## config.mk

```make
export PLATFORM = sky130hd
export DESIGN_NAME = control_sequencer
export DESIGN_NICKNAME = d
export VERILOG_FILES = /design/src/rtl/control_sequencer.sv
export SDC_FILE = /design/constraint.sdc
export NUM_CORES = 1
export LEC_CHECK = 0
export ABC_AREA = 1
export BUFFER_PORTS_ARGS = -buffer_cell sky130_fd_sc_hd__buf_4
export CAP_MARGIN = 20
export CORE_MARGIN = 2
export CORE_UTILIZATION = 25
export DETAILED_ROUTE_END_ITERATION = 8
export HOLD_SLACK_MARGIN = 0.12
export PLACE_DENSITY = 0.56
export SLEW_MARGIN = 20
export SYNTH_ARGS = -nofsm -noshare
export SYNTH_HDL_FRONTEND = slang
export SYNTH_SLANG_ARGS = --single-unit
```

## constraint.sdc

```tcl
create_clock -name clk -period 1.6 [get_ports clk]
set_clock_uncertainty 0.15 [all_clocks]
set_input_delay 0.08 -clock clk [delete_from_list [all_inputs] [get_ports clk]]
set_output_delay 0.08 -clock clk [all_outputs]
set_load 0.005 [all_outputs]
```

## src/rtl/control_sequencer.sv

```systemverilog
// control_sequencer: fetch/execute control FSM for the phase-1 datapath.
// Steps T0..T6 per instruction, waits on mem_ready during fetch, drives the
// one-hot bus-source select, register enables, ALU op and memory read.
module control_sequencer #(
  parameter int OP_W  = 5,
  parameter int REG_W = 4
) (
  input  logic                  clk,
  input  logic                  clr,
  input  logic                  start,
  input  logic                  mem_ready,
  input  logic [31:0]           ir,
  output logic [31:0]           select,
  output logic [(1<<REG_W)-1:0] reg_in,
  output logic                  y_enable,
  output logic                  hi_enable,
  output logic                  lo_enable,
  output logic                  z_enable,
  output logic                  pc_enable,
  output logic                  mar_enable,
  output logic                  mdr_enable,
  output logic                  ir_enable,
  output logic                  read,
  output logic                  inc_pc,
  output logic [OP_W-1:0]       alu_op,
  output logic                  busy,
  output logic                  done,
  output logic                  illegal
);

  localparam int NREG    = 1 << REG_W;
  localparam int SEL_ZHI = 18;
  localparam int SEL_ZLO = 19;
  localparam int SEL_PC  = 20;
  localparam int SEL_MDR = 21;
  localparam int SEL_C   = 23;

  typedef enum logic [3:0] {
    S_IDLE, S_T0, S_T1, S_T1W, S_T2, S_T3, S_T4, S_T5, S_T6, S_DONE
  } state_t;

  state_t state, state_nxt;
  logic   ill_q;

  logic [OP_W-1:0]  op;
  logic [REG_W-1:0] ra, rb, rc;
  logic             is_alu, is_imm, is_md, is_un;
  // Low IR bits carry the immediate, which the datapath sign-extends itself.
  logic             unused_ir_low;

  assign op            = ir[31 -: OP_W];
  assign ra            = ir[26 -: REG_W];
  assign rb            = ir[22 -: REG_W];
  assign rc            = ir[18 -: REG_W];
  assign unused_ir_low = ^ir[14:0];

  assign is_alu = (op >= OP_W'(3))  && (op <= OP_W'(11));
  assign is_imm = (op >= OP_W'(12)) && (op <= OP_W'(14));
  assign is_md  = (op == OP_W'(15)) || (op == OP_W'(16));
  assign is_un  = (op == OP_W'(17)) || (op == OP_W'(18));

  function automatic logic [31:0] src_bit(input int idx);
    return 32'd1 << idx;
  endfunction

  function automatic logic [NREG-1:0] dst_bit(input logic [REG_W-1:0] r);
    return {{(NREG-1){1'b0}}, 1'b1} << r;
  endfunction

  // State register and illegal-opcode flag captured in T3 for the DONE pulse.
  always_ff @(posedge clk) begin
    if (clr) begin
      state <= S_IDLE;
      ill_q <= 1'b0;
    end else begin
      state <= state_nxt;
      if (state == S_T3)
        ill_q <= !(is_alu || is_imm || is_md || is_un);
      else if (state == S_T0)
        ill_q <= 1'b0;
    end
  end

  // Next-state sequencing; opcode class decides the length of the execute phase.
  always_comb begin
    state_nxt = state;
    case (state)
      S_IDLE:  if (start) state_nxt = S_T0;
      S_T0:    state_nxt = S_T1;
      S_T1,
      S_T1W:   state_nxt = mem_ready ? S_T2 : S_T1W;
      S_T2:    state_nxt = S_T3;
      S_T3:    state_nxt = (is_alu || is_imm || is_md || is_un) ? S_T4 : S_DONE;
      S_T4:    state_nxt = (is_alu || is_imm || is_md) ? S_T5 : S_DONE;
      S_T5:    state_nxt = is_md ? S_T6 : S_DONE;
      S_T6:    state_nxt = S_DONE;
      S_DONE:  state_nxt = S_IDLE;
      default: state_nxt = S_IDLE;
    endcase
  end

  // Control word for the current step; at most one bus source per step.
  always_comb begin
    select     = '0;
    reg_in     = '0;
    y_enable   = 1'b0;
    hi_enable  = 1'b0;
    lo_enable  = 1'b0;
    z_enable   = 1'b0;
    pc_enable  = 1'b0;
    mar_enable = 1'b0;
    mdr_enable = 1'b0;
    ir_enable  = 1'b0;
    read       = 1'b0;
    inc_pc     = 1'b0;
    alu_op     = '0;
    busy       = (state != S_IDLE);
    done       = (state == S_DONE);
    illegal    = (state == S_DONE) && ill_q;
    case (state)
      S_T0: begin
        select     = src_bit(SEL_PC);
        mar_enable = 1'b1;
        inc_pc     = 1'b1;
        z_enable   = 1'b1;
      end
      S_T1: begin
        select     = src_bit(SEL_ZLO);
        pc_enable  = 1'b1;
        read       = 1'b1;
        mdr_enable = 1'b1;
      end
      S_T1W: begin
        read       = 1'b1;
        mdr_enable = 1'b1;
      end
      S_T2: begin
        select    = src_bit(SEL_MDR);
        ir_enable = 1'b1;
      end
      S_T3: begin
        if (is_alu || is_imm) begin
          select   = src_bit(int'(rb));
          y_enable = 1'b1;
        end else if (is_md) begin
          select   = src_bit(int'(ra));
          y_enable = 1'b1;
        end else if (is_un) begin
          select   = src_bit(int'(rb));
          alu_op   = op;
          z_enable = 1'b1;
        end
      end
      S_T4: begin
        if (is_alu || is_imm || is_md) begin
          select   = is_alu ? src_bit(int'(rc)) :
                     is_imm ? src_bit(SEL_C) : src_bit(int'(rb));
          alu_op   = op;
          z_enable = 1'b1;
        end else if (is_un) begin
          select = src_bit(SEL_ZLO);
          reg_in = dst_bit(ra);
        end
      end
      S_T5: begin
        select = src_bit(SEL_ZLO);
        if (is_md) lo_enable = 1'b1;
        else       reg_in    = dst_bit(ra);
      end
      S_T6: begin
        select    = src_bit(SEL_ZHI);
        hi_enable = 1'b1;
      end
      default: ;
    endcase
  end

endmodule
```

# == Word level (Yosys, flattened, before mapping) ==
# Index checks and enable logic that the tools add are counted.
# Widths: inputs -> output; s select.
# classes
bitwise_logic,0
n_mux,39
n_eq_ne,14
reduce_logical,14
n_addsub,0
mul,0
div_mod_pow,0
magnitude_cmp,4
shifts,4
# ops
cell,count
$mux 32,6
$pmux 32 s6,1
$shl 1x4->32 const A,3
$mux 16,3
$pmux 16 s2,1
$pmux 4 s8,1
$mux 20,1
$mux 5,4
$eq 4x3->1 const B,4
$mux 1,16
$shl 1x4->16 const A,1
$eq 5x5->1 const B,3
$mux 4,3
$le 5x4->1 const B,2
$pmux 5 s2,1
$eq 4x2->1 const B,2
$eq 4x4->1 const B,2
$eq 5x4->1 const B,1
$ge 5x2->1 const B,1
$ge 5x4->1 const B,1
$logic_or 1x1->1,5
$eq 4x1->1 const B,1
$logic_not 4->1,1
$reduce_bool 4->1,1
7 further kinds,10
# word_totals
ff_bits,5
ram_bits,0
inputBits,36
elab_cells,77
romBits,0
memories,0
latchBits,0

# == Depth between registers and ports, before layout ==
# Gate-level depths: netlist of the first run.
# logic_depth
depth_word,7
mapped_depth,10
depth_no_buf,9

# == Least setup slack after synthesis of the first run ==
# Ideal clock, no wire load.
# synth_timing
path_kind,reg2out
startpoint,reg state[2]
endpoint,out reg_in[0]
path_buffers,1
t_arrival_ns,1.137
stages_incl_launch_ff,8
setup_slack_ns,0.233
path_cell_list,dfxtp_1 -> inv_1 -> nor2_2 -> inv_2 -> nor3_4 -> a22oi_4 -> buf_6 -> nor2_1
# synth_between
elab_chain_cells,2
# synth_rtl
element,line,source
"start, declared",42,"state_t state, state_nxt;"
"start signal, assigned",76,state <= state_nxt;
$eq 4x3->1,120,case (state)
$pmux 16 s2 (*),120,
"end, declared",14,"output logic [(1<<REG_W)-1:0] reg_in,"
# Mark *: on every way between the ends. The rest lies on a longest branch, timed or not.

# == Worst setup path in the final report of the first run ==
# layout_timing
startpoint,reg state[2]
endpoint,out reg_in[9]
# Same word-level chain as after synthesis.

==> results of run 1 <==
cells by family after synthesis:
kind of cell	share of synthesized area
other	0.00220
DFF	0.0588
buffers and inverters	0.221
AOI/OAI and AO/OA	0.204
and+or+nand+nor	0.514
worst max-delay path by stage:
stage | from | to
detailed placement | state[2] | reg_in[11]
finish | state[2] | reg_in[9]
global placement | state[2] | reg_in[10]
global route | state[2] | reg_in[10]
floorplan | state[2] | reg_in[0]
CTS | state[2] | reg_in[9]
cells in the mapped netlist:
| cell type | n |
|---|---|
| sky130_fd_sc_hd__a21boi_1 | 2 |
| sky130_fd_sc_hd__a21oi_1 | 11 |
| sky130_fd_sc_hd__a22oi_1 | 7 |
| sky130_fd_sc_hd__a22oi_4 | 1 |
| sky130_fd_sc_hd__and2_1 | 1 |
| sky130_fd_sc_hd__buf_2 | 13 |
| sky130_fd_sc_hd__buf_4 | 14 |
| sky130_fd_sc_hd__buf_6 | 5 |
| sky130_fd_sc_hd__clkinv_1 | 1 |
| sky130_fd_sc_hd__conb_1 | 1 |
| sky130_fd_sc_hd__dfxtp_1 | 5 |
| sky130_fd_sc_hd__inv_1 | 32 |
| sky130_fd_sc_hd__inv_2 | 7 |
| sky130_fd_sc_hd__nand2_1 | 59 |
| sky130_fd_sc_hd__nand2_2 | 8 |
| sky130_fd_sc_hd__nand2_4 | 3 |
| sky130_fd_sc_hd__nand3_1 | 16 |
| sky130_fd_sc_hd__nand3_2 | 1 |
| sky130_fd_sc_hd__nand4_1 | 28 |
| sky130_fd_sc_hd__nor2_1 | 55 |
| sky130_fd_sc_hd__nor2_2 | 4 |
| sky130_fd_sc_hd__nor2_4 | 2 |
| sky130_fd_sc_hd__nor3_1 | 3 |
| sky130_fd_sc_hd__nor3_4 | 1 |
| sky130_fd_sc_hd__nor4_1 | 2 |
| sky130_fd_sc_hd__o21ai_0 | 25 |
| sky130_fd_sc_hd__o21ai_1 | 7 |
| sky130_fd_sc_hd__o21ai_2 | 5 |
cell type report:
cell class | instances | area, um^2 | share of cell area
sequential | 5 | 106 | 0.0400
clock inverter | 1 | 5.00 | 0.00188
tap | 80 | 100 | 0.0377
clock buffer | 3 | 41.3 | 0.0155
multi-input combinational | 252 | 1390 | 0.521
timing repair buffer | 106 | 858 | 0.323
inverter | 40 | 155 | 0.0584
timing repair inverter | 1 | 6.26 | 0.00235
worst min-delay path: cells and delay by family:
| family | cells | cell delay [ns] |
|---|---|---|
| buf+inv | 4 | 0.20 |
| simple gates | 4 | 0.30 |
state kept, by name (all words and copies together) (netlist names):
| register | flops |
|---|---|
| ill_q | 1 |
| state | 4 |
per-stage QoR:
| step | cells | area, um^2 |
|---|---|---|
| after floorplan | 329 | 1740 |
| after global placement | 468 | 2300 |
| after detailed placement | 468 | 2300 |
| after CTS | 484 | 2540 |
| after global routing | 488 | 2660 |
| final | 488 | 2660 |
power groups by stage:
| stage | Clock, W | Combinational [W] | Sequential (W) |
|---|---|---|---|
| 2_1_floorplan | 0 | 0.000476 | 0.000166 |
| 5_1_grt | 0.000244 | 0.000972 | 0.000184 |
| 3_5_place_dp | 0 | 0.000730 | 0.000169 |
| 4_1_cts | 0.000242 | 0.000808 | 0.000173 |
| 6_report | 0.000238 | 0.000875 | 0.000183 |
| 3_3_place_gp | 0 | 0.000726 | 0.000169 |
what timing repair did:
| action | in CTS | in global routing |
|---|---|---|
| hold endpoints to repair | 5 | 0 |
| resized for setup | 35 | 28 |
| setup endpoints to repair | 40 | 47 |
| cloned | 2 | 0 |
| pin swaps | 11 | 11 |
| buffers inserted | 8 | 4 |
| hold buffers | 2 | 0 |
per-layer routing:
metal  share of wire  track usage  wire length [um]  vias to the layer above
li1                -            -                 -                     1207
met1            0.47        0.220              2860                     1075
met2            0.48        0.261              2970                       53
met3           0.044       0.0143               269                        5
met4          0.0075       0.0213                46                        0
met5               0            0                 0                        -
==> impl_metrics.tcl, run 1 <==
set metrics [dict create \
    post-synth-top-area-cell "sky130_fd_sc_hd__nand2_1" \
    die-width_um 86.5 \
    post-route-period-util 1.15 \
    critPathMaxStageDelay_ns 0.34 \
    worst_hold_path.num_cells 8 \
    initial_utilization 0.255 \
    ctsLongestPathBuffers 2 \
    cp_max_delay_cell "sky130_fd_sc_hd__dfxtp_2" \
    antenna_violations_before_repair 0 \
    timing.critical_path.fanout_max 16 \
    reg2reg_from "state[2]" \
    end_point_of_the_worst_hold_path "state[1]" \
    static_power_due_to_leakage_nw 1.30 \
    netlist_instances 319 \
    syn-mean-instance-area_um2 5.34 \
    largest_vdd_supply_drop_uv 260 \
    tritoncts "yes" \
    worstSetupPathDepth 9 \
    totalWireLength_um 6140 \
    path_cells "inv_2, nor2_4, nand2_2, nor2_4, buf_6, a22oi_4, buf_12, nor2_1, buf_4" \
    number_of_cts_inserted_buffers 3 \
    nNetsFinal 445 \
    clock_power_share 0.184 \
    finalHoldViolations 0 \
    path_delay_family "simple AND/OR/NAND/NOR gates" \
    yosys_reg_bits 5 \
    critical_path_required_ns 1.37 \
    die_h_um 86.5 \
    drive_gt1_frac 0.441 \
    violations "negative setup slack" \
    max_freq_mhz 542 \
    arrival_ns 1.61 \
    worstSkewPairLatency_ns 0.23 \
    p_int_w 0.000702 \
    swShare 0.458 \
    final_core_utilization 0.398 \
    place.gp.congestion 0.852 \
    timing.final.max_slew_violations 0 \
    net_switching_power_w 0.000594 \
    io_buffers 75 \
    initialDrtViolationCount 83 \
    grt_overflow 0 \
    netlist.area_leader.share 0.130 \
    dieArea_um2 7490 \
    fin_crit_ns 1.84 \
    totalNegativeSetupSlack_ns -7.13 \
    cap_violations 0 \
    seq_area_frac_synth 0.0588 \
    cts.sinks 5 \
    layout_commonest_cell "sky130_fd_sc_hd__buf_4" \
    design.portCount 102 \
    p_comb_frac 0.675 \
    floorplan_row_count 30 \
    fin_worst_hold_slack_ns 0.227 \
    pwr_density_cell_nw_per_um2 488 \
    wl_per_cell_um 12.6 \
    hp-class "in -> reg" \
    yosysWarningCount 0 \
    reg2reg_depth 9 \
    vias_per_cell 4.80 \
    cp-end-kind "output pin" \
    netlist_area_um2 1700 \
    path_class "reg -> out" \
    dp_slack_ns -0.0289 \
    finalWorstSetupSlack_ns -0.245 \
    clk_pin_slew_ns 0.04 \
    root_buffer "sky130_fd_sc_hd__clkbuf_8" \
    grt_first_pass_wirelength_um 9690 \
    htree_levels 1 \
    drt_pass1_iterations 4 \
    total_design_power_w 0.00130 \
    grtUsageTotal 0.155 \
    grt_pass1_vias 2075 \
    worst_reg2reg_setup_slack_ns -0.02 \
    detail_route.drc_violations 0 \
    antenna_left 0 \
    post_synth_main_area_contributors "sky130_fd_sc_hd__nand2_1 (13%), sky130_fd_sc_hd__nor2_1 (12%), sky130_fd_sc_hd__nand4_1 (10%)" \
    mostFrequentLayoutCells "sky130_fd_sc_hd__buf_4 (91), sky130_fd_sc_hd__nand2_1 (48), sky130_fd_sc_hd__nor2_1 (44)" \
    setup_viol 43 \
    power_frac_seq 0.141 \
    run_status "complete, but fails checks" \
    hpwl_reported_at_the_end_of_detailed_placement_um 4820 \
    synthToLayoutAreaGrowth_pct 56.1 \
    worstSetupStartpointType "flip-flop" \
    rsz_0062_raised_after_global_routing "true" \
    fp.coreArea_um2 6680 \
    antenna_cells_inserted 0 \
    min_from "mem_ready" \
    fillCellCount 738 \
    cp_bufs_invs 4 \
    detailroute.via_count 2340 \
    ys_types 28 \
    grt_max_degree 17 \
    path_common_cell "sky130_fd_sc_hd__nor2_4" \
    rr_endpoint "ill_q" \
]
Power figures use the tool's default switching activity.
==> run 2, diff against run 1 <==
--- a/config.mk
+++ b/config.mk
@@ -8,8 +8,10 @@
 export ABC_AREA = 1
 export BUFFER_PORTS_ARGS = -buffer_cell sky130_fd_sc_hd__buf_4
 export CAP_MARGIN = 20
+export CORE_ASPECT_RATIO = 1.1
 export CORE_MARGIN = 2
 export CORE_UTILIZATION = 25
+export CTS_BUF_LIST = sky130_fd_sc_hd__clkbuf_4 sky130_fd_sc_hd__clkbuf_8
 export DETAILED_ROUTE_END_ITERATION = 8
 export HOLD_SLACK_MARGIN = 0.12
 export PLACE_DENSITY = 0.56
==> run 2 against run 1 <==
The run still ends with negative setup slack left. Clock power rose by 7%. Utilization fell by 0.079 points. Global-route usage up 0.41 points. Combinational power decreased by 7.3%. Wire length decreased by 2.6%.
==> impl_metrics.tcl, run 2 (same netlist as run 1, synthesis figures left out) <==
set metrics [dict create \
    run_status "complete, but fails checks" \
    violations "negative setup slack" \
    grt_max_degree 17 \
    totalNegativeSetupSlack_ns -4.33 \
    root_buffer "sky130_fd_sc_hd__clkbuf_8" \
    grt_pass1_vias 2152 \
    post-place-cells 471 \
    layout_commonest_cell "sky130_fd_sc_hd__buf_4" \
    fin_crit_ns 1.76 \
    worstSkewPairLatency_ns 0.22 \
    die_h_um 90.6 \
    timing.critical_path.fanout_max 16 \
    cts.sinks 5 \
    fin_worst_hold_slack_ns 0.211 \
    ctsLongestPathBuffers 2 \
    critical_path_required_ns 1.37 \
    die-width_um 82.7 \
    hp-class "in -> reg" \
    worstSetupStartpointType "flip-flop" \
    dieArea_um2 7490 \
    clk_pin_slew_ns 0.04 \
    number_of_cts_inserted_buffers 3 \
    max_freq_mhz 570 \
    setup_viol 41 \
    floorplan_row_count 31 \
    pwr_density_cell_nw_per_um2 476 \
    cap_violations 0 \
    drt_pass1_iterations 4 \
    vias_per_cell 4.73 \
    rsz_0062_raised_after_global_routing "true" \
    largest_vdd_supply_drop_uv 296 \
    tritoncts "yes" \
    htree_levels 1 \
    layout_top_registers "state x4, ill_q x1" \
    finalWorstSetupSlack_ns -0.156 \
    multiInputGateArea_um2 1360 \
    initial_utilization 0.258 \
    timing.final.max_slew_violations 0 \
    antenna_cells_inserted 0 \
    place.gp.congestion 0.890 \
    initialDrtViolationCount 146 \
    static_power_due_to_leakage_nw 1.28 \
    path_class "reg -> out" \
    mostFrequentLayoutCells "sky130_fd_sc_hd__buf_4 (87), sky130_fd_sc_hd__nand2_1 (51), sky130_fd_sc_hd__nor2_1 (42)" \
    grt_first_pass_wirelength_um 9760 \
    fp.coreArea_um2 6590 \
    io_buffers 75 \
    grt_overflow 0 \
    arrival_ns 1.53 \
    detail_route.drc_violations 0 \
    number_of_standard_cells_in_the_layout_taps_in_and_fillers_out 486 \
    finalHoldViolations 0 \
    grtUsageTotal 0.159 \
    drive_gt1_frac 0.431 \
    wl_per_cell_um 12.3 \
    fillCellCount 737 \
    antenna_left 0 \
    nNetsFinal 441 \
    detailroute.via_count 2300 \
    synthToLayoutAreaGrowth_pct 53.7 \
    cp-end-kind "output pin" \
    hpwl_reported_at_the_end_of_detailed_placement_um 4790 \
    registers.top_by_ff_count "state" \
    totalWireLength_um 5980 \
    post-route-period-util 1.10 \
    largest_reg_flops 4 \
    regArea_um2 104 \
    antenna_violations_before_repair 0 \
    design.portCount 102 \
]
-- run 2: path summary, 6_finish.rpt --
check	startpoint	to	slack, ns	cells after the start
max	state[2]	reg_in[4]	-0.16	9
min	mem_ready	state[2]	0.21	7
min reg2reg	ill_q	ill_q	0.33	2
max reg2reg	state[2]	state[2]	0.04	10
-- run 2: power breakdown --
part           leakage (nW)  internal [W]  switching (W)
clock                0.0262      0.000188      0.0000669
sequential           0.0419      0.000153      0.0000260
combinational          1.22      0.000345       0.000466
-- run 2: what timing repair did --
| action | 4_1_cts | 5_1_grt |
|---|---|---|
| setup buffers | 6 | 1 |
| setup endpoints to repair | 40 | 44 |
| cloned | 2 | 0 |
| gates resized for setup | 47 | 10 |
| hold buffers | 2 | 0 |
| hold endpoints to repair | 5 | 0 |
| pin swaps | 13 | 2 |
-- run 2: critical path: stages, from the launching register on --
cell	delay, ns
sky130_fd_sc_hd__dfxtp_2	0.33
sky130_fd_sc_hd__inv_2	0.05
sky130_fd_sc_hd__nor2_4	0.11
sky130_fd_sc_hd__nand2_2	0.09
sky130_fd_sc_hd__nor2_4	0.15
sky130_fd_sc_hd__buf_6	0.12
sky130_fd_sc_hd__a22oi_4	0.07
sky130_fd_sc_hd__buf_12	0.16
sky130_fd_sc_hd__nor2_1	0.10
sky130_fd_sc_hd__buf_4	0.12
-- run 2: final cells by class --
| type | count | share of cell area |
|---|---|---|
| clock buffer | 4 | 0.0186 |
| inverter | 40 | 0.0593 |
| multi-input combinational | 252 | 0.521 |
| sequential | 5 | 0.0397 |
| tap | 82 | 0.0392 |
| timing repair buffer | 102 | 0.320 |
| timing repair inverter | 1 | 0.00239 |
-- run 2: routing by layer --
| layer | wire length (um) | track usage | vias up |
|---|---|---|---|
| li1 | - | - | 1205 |
| met1 | 2730 | 0.220 | 1029 |
| met2 | 2880 | 0.263 | 62 |
| met3 | 332 | 0.0230 | 4 |
| met4 | 36 | 0.0273 | 0 |
| met5 | 0 | 0 | - |
-- run 2: stage by stage --
step	power, W	utilization	setup slack, ns	cell area (um^2)
2_1_floorplan	0.000642	-	0.233	1740
3_3_place_gp	0.000902	0.352	0.0322	2320
3_5_place_dp	0.000905	0.352	0.0137	2320
4_1_cts	0.00122	0.391	-0.115	2580
5_1_grt	0.00137	0.397	-0.237	2620
6_report	0.00124	0.397	-0.156	2620
